## src/rtl/keypad_bcd_if.sv

```systemverilog
// Keypad-side inputs and BCD/strobe outputs of the cook-time entry path.
// The master side drives the keys, the slave side is the encoder.
interface keypad_bcd_if;
  logic [9:0] keypad;
  logic       clear;
  logic [3:0] sec_ones;
  logic [3:0] sec_tens;
  logic [3:0] mins;
  logic       key_strobe;
  logic       entry_valid;

  modport master (
    output keypad,
    output clear,
    input  sec_ones,
    input  sec_tens,
    input  mins,
    input  key_strobe,
    input  entry_valid
  );

  modport slave (
    input  keypad,
    input  clear,
    output sec_ones,
    output sec_tens,
    output mins,
    output key_strobe,
    output entry_valid
  );
endinterface

```

## src/rtl/keypad_bcd_encoder.sv

```systemverilog
// Debounced 10-key keypad to three-digit BCD entry, digits shifted in from the right.
// One accepted digit per press; a full release must be seen before the next press counts.
module keypad_bcd_encoder #(
  parameter int unsigned DEBOUNCE_CYCLES = 1000,
  parameter int unsigned CNT_W           = 10
) (
  input  logic         clk,
  input  logic         reset,
  keypad_bcd_if.slave  bus
);

  localparam int unsigned KEY_W = 10;
  localparam int unsigned DIG_W = 4;
  localparam logic [CNT_W-1:0] DB_MAX = CNT_W'(DEBOUNCE_CYCLES);

  typedef enum logic [1:0] {
    S_IDLE,
    S_DEBOUNCE,
    S_ACCEPT,
    S_RELEASE
  } state_t;

  state_t           r_state;
  logic [CNT_W-1:0] r_cnt;
  logic [DIG_W-1:0] r_code;
  logic [DIG_W-1:0] r_ones;
  logic [DIG_W-1:0] r_tens;
  logic [DIG_W-1:0] r_mins;
  logic             r_strobe;
  logic             r_valid;

  state_t           w_state;
  logic [CNT_W-1:0] w_cnt;
  logic [CNT_W-1:0] w_cnt_inc;
  logic [DIG_W-1:0] w_code_next;
  logic [DIG_W-1:0] w_ones;
  logic [DIG_W-1:0] w_tens;
  logic [DIG_W-1:0] w_mins;
  logic             w_strobe;
  logic             w_valid;
  logic             w_shift;
  logic             w_onehot;
  logic             w_any_key;
  logic [DIG_W-1:0] w_key_code;

  // Single-key detection and index encoding of the pressed key.
  always_comb begin
    w_key_code = '0;
    for (int i = 0; i < int'(KEY_W); i++) begin
      if (bus.keypad[i]) begin
        w_key_code = DIG_W'(i);
      end
    end
    w_any_key = (bus.keypad != '0);
    w_onehot  = w_any_key && ((bus.keypad & (bus.keypad - KEY_W'(1))) == '0);
  end

  assign w_cnt_inc = r_cnt + CNT_W'(1);

  // Next-state and next-output logic; digits shift on the DEBOUNCE->ACCEPT
  // transition so the new digit is visible alongside key_strobe.
  always_comb begin
    w_state     = r_state;
    w_cnt       = r_cnt;
    w_code_next = r_code;
    w_ones      = r_ones;
    w_tens      = r_tens;
    w_mins      = r_mins;
    w_strobe    = 1'b0;
    w_valid     = r_valid;
    w_shift     = 1'b0;

    case (r_state)
      S_IDLE: begin
        if (w_onehot) begin
          w_code_next = w_key_code;
          w_cnt       = CNT_W'(1);
          w_state     = S_DEBOUNCE;
        end
      end
      S_DEBOUNCE: begin
        if (w_onehot && (w_key_code == r_code)) begin
          if (r_cnt == DB_MAX) begin
            w_state  = S_ACCEPT;
            w_strobe = 1'b1;
            w_shift  = 1'b1;
          end else begin
            w_cnt = w_cnt_inc;
          end
        end else begin
          w_state = S_IDLE;
          w_cnt   = '0;
        end
      end
      S_ACCEPT: begin
        w_state = S_RELEASE;
        w_cnt   = '0;
      end
      S_RELEASE: begin
        if (w_any_key) begin
          w_cnt = '0;
        end else if (w_cnt_inc == DB_MAX) begin
          w_state = S_IDLE;
          w_cnt   = '0;
        end else begin
          w_cnt = w_cnt_inc;
        end
      end
      default: begin
        w_state = S_IDLE;
        w_cnt   = '0;
      end
    endcase

    if (w_shift) begin
      w_mins  = r_tens;
      w_tens  = r_ones;
      w_ones  = r_code;
      w_valid = 1'b1;
    end

    // Clear beats a coincident shift but leaves the FSM and strobe alone.
    if (bus.clear) begin
      w_mins  = '0;
      w_tens  = '0;
      w_ones  = '0;
      w_valid = 1'b0;
    end
  end

  always_ff @(posedge clk) begin
    if (reset) begin
      r_state  <= S_IDLE;
      r_cnt    <= '0;
      r_code   <= '0;
      r_ones   <= '0;
      r_tens   <= '0;
      r_mins   <= '0;
      r_strobe <= 1'b0;
      r_valid  <= 1'b0;
    end else begin
      r_state  <= w_state;
      r_cnt    <= w_cnt;
      r_code   <= w_code_next;
      r_ones   <= w_ones;
      r_tens   <= w_tens;
      r_mins   <= w_mins;
      r_strobe <= w_strobe;
      r_valid  <= w_valid;
    end
  end

  assign bus.sec_ones    = r_ones;
  assign bus.sec_tens    = r_tens;
  assign bus.mins        = r_mins;
  assign bus.key_strobe  = r_strobe;
  assign bus.entry_valid = r_valid;

endmodule

```

## src/flat_wrapper.sv

```systemverilog
// flat-port wrapper written by rule: the top's interface ports become plain ports
module keypad_bcd_encoder_flat 
#(
  parameter int unsigned DEBOUNCE_CYCLES = 1000,
  parameter int unsigned CNT_W           = 10
)
  (clk, reset, bus_keypad, bus_clear, bus_sec_ones, bus_sec_tens, bus_mins, bus_key_strobe, bus_entry_valid);
  keypad_bcd_if bus_i ();
  input  logic clk;
  input  logic reset;
  input wire logic [$bits(bus_i.keypad)-1:0] bus_keypad;
  input wire logic [$bits(bus_i.clear)-1:0] bus_clear;
  output wire logic [$bits(bus_i.sec_ones)-1:0] bus_sec_ones;
  output wire logic [$bits(bus_i.sec_tens)-1:0] bus_sec_tens;
  output wire logic [$bits(bus_i.mins)-1:0] bus_mins;
  output wire logic [$bits(bus_i.key_strobe)-1:0] bus_key_strobe;
  output wire logic [$bits(bus_i.entry_valid)-1:0] bus_entry_valid;
  assign bus_i.keypad = bus_keypad;
  assign bus_i.clear = bus_clear;
  assign bus_sec_ones = bus_i.sec_ones;
  assign bus_sec_tens = bus_i.sec_tens;
  assign bus_mins = bus_i.mins;
  assign bus_key_strobe = bus_i.key_strobe;
  assign bus_entry_valid = bus_i.entry_valid;
  keypad_bcd_encoder #(.DEBOUNCE_CYCLES(DEBOUNCE_CYCLES), .CNT_W(CNT_W)) u_core (.clk(clk), .reset(reset), .bus(bus_i));
endmodule
```

## config.mk

```make
export PLATFORM = sky130hd
export DESIGN_NAME = keypad_bcd_encoder_flat
export DESIGN_NICKNAME = d
export VERILOG_FILES = /design/src/rtl/keypad_bcd_if.sv /design/src/rtl/keypad_bcd_encoder.sv /design/src/flat_wrapper.sv
export SDC_FILE = /design/constraint.sdc
export NUM_CORES = 1
export LEC_CHECK = 0
export ABC_AREA = 1
export ABC_CLOCK_PERIOD_IN_PS = 2200
export CAP_MARGIN = 25
export CORE_ASPECT_RATIO = 2
export CORE_UTILIZATION = 55
export CTS_BUF_LIST = sky130_fd_sc_hd__clkbuf_8
export DETAILED_ROUTE_END_ITERATION = 10
export GPL_TIMING_DRIVEN = 0
export HOLD_SLACK_MARGIN = 0.15
export PLACE_DENSITY = 0.93
export SETUP_SLACK_MARGIN = 0.1
export SLEW_MARGIN = 10
export SYNTH_ARGS = -nofsm -noshare
export SYNTH_HDL_FRONTEND = slang
export SYNTH_SLANG_ARGS = --single-unit
```

## constraint.sdc

```tcl
create_clock -name clk -period 2.2 [get_ports clk]
set_clock_uncertainty 0.2 [all_clocks]
set_input_delay 0.22 -clock clk [delete_from_list [all_inputs] [get_ports clk]]
set_output_delay 0.22 -clock clk [all_outputs]
set_load 0.01 [all_outputs]
```

Word level (Yosys, flattened, before mapping)
Index checks and enable logic that the tools add are counted.
{ "totals": {"input_bits": 13, "wordCells": 55, "output_inout_bits": 14, "ff_bits": 30} }
{ "op_classes": {"n_eq_ne": 11, "n_addsub": 2, "muxes": 24, "bitwise": 1, "reduce_logical": 9} }
{ "op_table": {"columns": ["cell", "n"], "rows": [
  ["$mux 10", 5],
  ["$pmux 10 s4", 1],
  ["$eq 10x10->1 const B", 2],
  ["$mux 2", 7],
  ["$mux 3", 4],
  ["$add 10x1->10 const B", 1],
  ["$and 10x10->10", 1],
  ["$logic_not 10->1", 1],
  ["$reduce_bool 10->1", 1],
  ["$sub 10x1->10 const B", 1],
  ["$mux 4", 2],
  ["$pmux 2 s4", 1],
  ["$ne 3x3->1 const B", 2],
  ["$eq 2x2->1 const B", 2],
  ["$eq 4x4->1", 1],
  ["$mux 1", 4],
  ["$ne 2x1->1 const B", 2],
  ["$reduce_and 2->1", 2],
  ["$reduce_and 4->1", 1],
  ["$eq 2x1->1 const B", 1],
  ["$logic_and 1x1->1", 2],
  ["$logic_not 2->1", 1],
  ["$ne 2x2->1 const B", 1],
  ["$reduce_or 2->1", 1]
]} }

Depth between registers and ports, before layout
Gate-level depths: netlist of the first run.
{ "depth": {"depth_word": 13, "ltp_mapped": 17, "mapped_depth_nobuf": 17} }

Least setup slack after synthesis of the first run
Ideal clock, no wire load.
{ "synth_timing": {"path_type": "register -> register", "from": "register u_core.r_cnt[0]", "to": "register u_core.r_cnt[0]", "t_arrival_ns": 1.543, "period_less_slack_ns": 1.854, "setup_slack_ns": 0.346, "stages_incl_launch_ff": 17, "t_required_ns": 1.889, "n_path_buf": 0, "setup_ns": 0.111, "path_cell_list": "dfxtp_1 > ha_1 > nand2_1 > inv_1 > nand2_1 > nor2_1 > nand2_1 > nand2_1 > nand2_1 > inv_1 > nand2_1 > nand3_1 > nand2_2 > nand2_1 > nand2_1 > nor2_1 > nor2_1"} }
{ "synth_via": {"elab_chain_cells": 5, "elab_cells_between_ends": 10, "classes_between": "add/sub: 1; eq/ne: 3; mux: 5; reduce/logical: 1"} }
{ "synth_rtl": {"columns": ["item", "line", "rtl"], "rows": [
  ["start, declared", "keypad_bcd_encoder.sv:24", "logic [CNT_W-1:0] r_cnt;"],
  ["start signal, assigned", "keypad_bcd_encoder.sv:143", "r_cnt <= w_cnt;"],
  ["$add 10x1->10", "keypad_bcd_encoder.sv:58", "assign w_cnt_inc = r_cnt + CNT_W'(1);"],
  ["$eq 10x10->1", "keypad_bcd_encoder.sv:102", "end else if (w_cnt_inc == DB_MAX) begin"],
  ["$mux 10", "keypad_bcd_encoder.sv:102", null],
  ["$mux 10", "keypad_bcd_encoder.sv:100", "if (w_any_key) begin"],
  ["$pmux 10 s4", "keypad_bcd_encoder.sv:73", "case (r_state)"]
]} }
Parallel ways exist; a longest one is shown, timed or not. The select of a mux whose other input is x is not followed.
A chain may end at the register's enable or synchronous reset.

Final worst setup path of the first run
{ "layout_timing": {"from": "register u_core.r_state[0]", "to": "register u_core.r_mins[2], in the netlist u_core.bus.mins[2]"} }
{ "layout_via": {"elab_chain_cells": 2} }
{ "layout_rtl": {"columns": ["item", "line", "rtl"], "rows": [
  ["start, declared", "keypad_bcd_encoder.sv:23", "state_t r_state;"],
  ["start signal, assigned", "keypad_bcd_encoder.sv:142", "r_state <= w_state;"],
  ["$eq 2x1->1", "keypad_bcd_encoder.sv:73", null],
  ["$mux 1", "keypad_bcd_encoder.sv:73", null],
  ["end signal, assigned", "keypad_bcd_encoder.sv:147", "r_mins <= w_mins;"],
  ["end, declared", "keypad_bcd_encoder.sv:28", "logic [DIG_W-1:0] r_mins;"]
]} }
No other way between the ends.

==> run summary, run 1 <==
outcome - completed
final WL - 4695 um
Critical Path Sink Type - register
Total GRT Usage - 25.61%
HPWL after DPL - 3342 um
Syn Area/Cell - 6.161 sq um
Yosys reg bits - 30
worst-case hold slack - 0.2665 ns
Pins Over Slew Limit - 0
CTS H-tree depth - 2
layout cell share with drive strength beyond 1 - 16.08%
total gr overflow - 0
fmax - 490.3 MHz
Skew-Pair Late Insertion Delay - 0.28 ns
drc violations - 0
n_diodes - 0
# setup viols final - 0
actual slew at the worst max-slew pin - 0.4720 ns
sequential power share - 49.5%
top cells by area, synth - dfxtp_1 32%, nand2_1 16%, inv_1 8.8%
core area - 3193 sq um
post-synthesis cell count - 303
Synth Flop Type - dfxtp_1
cell area after placement - 2166 sq um
post-synth top area share - 32.17%
fill count - 249
cell area after synthesis - 1867 sq um
Clk pwr share - 42.1%
Final period util - 92.70%
Comb power frac - 8.4%
Ys Warns - 0
CTS tree - yes
# hold bufs at CTS - 0
First-pass DRT Iterations - 4
WP data arrival - 2.06 ns
num rows - 29
Post-Route Utilization - 74.26%
pwr dens - 465.4 nW/um^2
Net Sw Power - 0.0002727 W
Max rail drop VDD - 0.0004944 V
Switching Fraction - 24.71%
largest net degree at the start of global routing - 11
sequential area share after synthesis - 32.17%
class of the worst hold path - reg -> reg
die area - 3645 sq um
Int Power - 0.0008308 W
Setup CP Type - reg -> reg
Die Span X - 43.20 um
clock root buffer - clkbuf_8
minimum clock period after layout - 2.039 ns
area leader, netlist - dfxtp_1
I/O pin cnt - 27
CTS Buf Count - 5
area grow syn2layout - 27.01%
die extent in y - 84.39 um
GPL Wtd Cong - 0.8651
vias per cell - 5.622
Starting Density - 58.46%
Yosys cell types - 23
Clock transition at path regs - 0.06 ns
nets@finish - 356
Port-buffer cells - 26
1st-iter DRT viols - 64
vias in the first global route - 1,873
RSZ-0062 raised after global routing - false
routed vias - 2,097
LEAKAGE - 1.045 nW
crit-path max FO - 5
Final ANT Viol Nets - 0
Pwr Total - 0.001103 W
ys async rst share - 0%
final hold viol count - 0
clock buffer depth - 2
WL/cell - 12.59 um
Critical Path RT - 2.22 ns
crit path launch type - register
global-route wire length before repair - 7362 um
fin area - 2371 sq um
relative slew slack - 68.53%
initial antenna violation count - 0
clk sinks - 30
max-cap violations - 0
Syn Nets - 318
EDFF count, synth - 0
repair_timing:
item | 4_1_cts | 5_1_grt
buffers inserted | 3 | 1
setup endpoints to repair | 25 | 25
pin swaps | 9 | 8
resized for setup | 16 | 21
cloned | 1 | 0
per-layer routing:
layer	track usage, %	routed length (um)	up-vias
met5	0	0	-
met1	23.12	1610	949
met4	14.60	192	0
met3	4.086	193	28
met2	49.39	2700	83
li1	-	-	1037
stage by stage:
| stage | setup WS, ns | setup TNS (ns) | instances |
|---|---|---|---|
| 2_1_floorplan | 0.3457 | 0 | 303 |
| 5_1_grt | 0.06418 | 0 | 373 |
| 3_3_place_gp | -0.2445 | -5.223 | 360 |
| 4_1_cts | 0.1002 | 0 | 372 |
| 3_5_place_dp | -0.3189 | -6.470 | 360 |
| 6_report | 0.1605 | 0 | 373 |
cell usage after synthesis, drive strengths merged (2+ instances only):
library cell	n
a21oi	30
buf	4
clkbuf	2
dfxtp	30
ha	2
inv	44
nand2	85
nand3	23
nand4	3
nor2	53
nor4	2
o21ai	22
critical path, cell delays in order (launching register included):
cell and delay [ns]:
dfxtp_2 0.36, inv_1 0.06, nor2_1 0.14, nand2_1 0.07, nor2_1 0.10, nand3_1 0.11, inv_1 0.08, nand3_1 0.11
nor2_4 0.16, nand3_2 0.12, nor2_4 0.17, buf_4 0.17, o21ai_1 0.06, nor2_1 0.08
path summary, 6_finish.rpt:
check | from | endpoint | slack (ns) | depth (start not counted)
max reg2reg | u_core.r_state[0] | u_core.bus.mins[2] | 0.16 | 13
min reg2reg | u_core.bus.entry_valid | u_core.bus.entry_valid | 0.27 | 1
max | u_core.r_state[0] | u_core.bus.mins[2] | 0.16 | 13
min | u_core.bus.entry_valid | u_core.bus.entry_valid | 0.27 | 1
state kept, by name, summed over array words and instances (netlist names), named ones only:
name                    flops
u_core.r_state              1
u_core.bus.entry_valid      1
u_core.bus.mins             4
u_core.r_code               4
u_core.bus.sec_ones         4
u_core.bus.key_strobe       1
u_core.r_cnt               10
u_core.bus.sec_tens         4
power groups by stage:
stage / registers (W) / clock network [W] / logic (W)
finish: 0.000547 / 0.000464 / 0.0000927
global route: 0.000546 / 0.000495 / 0.000103
CTS: 0.000547 / 0.000476 / 0.0000888
detailed placement: 0.000559 / 0 / 0.0000902
global placement: 0.000559 / 0 / 0.0000884
floorplan: 0.000559 / 0 / 0.0000498
cells by family (layout without fill, tap and decap cells):
family,Yosys count,in the layout,synth area share (%)
AOI/OAI and AO/OA,53,53,15.35
adders and majority gates,2,2,1.340
xor gates and xnor gates,1,1,0.4693
buffers and inverters,50,89,10.99
DFF,30,30,32.17
and+or+nand+nor,167,167,39.68
placed cells by master (no fill, tap or decap):
cell type / count
xor2_1: 1
dfxtp_2: 4
inv_2: 1
buf_6: 2
o21a_1: 1
nand3_2: 3
nor4_2: 1
dlymetal6s2s_1: 1
nor4_1: 1
nor2_1: 42
dfxtp_4: 1
clkdlybuf4s50_1: 16
dfxtp_1: 25
nand4_1: 3
inv_1: 43
clkbuf_8: 6
nand2_1: 76
nor2_2: 5
o21ai_2: 1
nand2_4: 2
ha_4: 1
nor2_4: 6
buf_12: 1
buf_4: 5
a21oi_2: 5
a21oi_1: 25
o21ai_0: 10
or2_2: 1
o21ai_1: 11
ha_1: 1
nand3_1: 20
clkbuf_1: 2
clkinv_2: 1
clkinvlp_4: 1
dlygate4sd2_1: 9
buf_2: 1
nand2_2: 7
area by class of cell:
cell class	count	area, sq um	share of cell area [%]
Buffer	6	42.54	1.794
Timing Repair Buffer	31	301.5	12.72
Clock inverter	2	12.51	0.5277
Tap cell	31	38.79	1.636
Multi-Input combinational cell	223	1119	47.18
Clock buffer	6	82.58	3.483
Inverter	44	165.2	6.966
Sequential cell	30	609.3	25.70
Power figures use the tool's default switching activity.
==> run 2: changes to the inputs <==
--- a/config.mk
+++ b/config.mk
@@ -13,7 +13,6 @@
 export CTS_BUF_LIST = sky130_fd_sc_hd__clkbuf_8
 export DETAILED_ROUTE_END_ITERATION = 10
 export GPL_TIMING_DRIVEN = 0
-export HOLD_SLACK_MARGIN = 0.15
 export PLACE_DENSITY = 0.93
 export SETUP_SLACK_MARGIN = 0.1
 export SLEW_MARGIN = 10
==> results of run 2 <==
The final DEF is identical to that of run 1; final timing and power are the same.
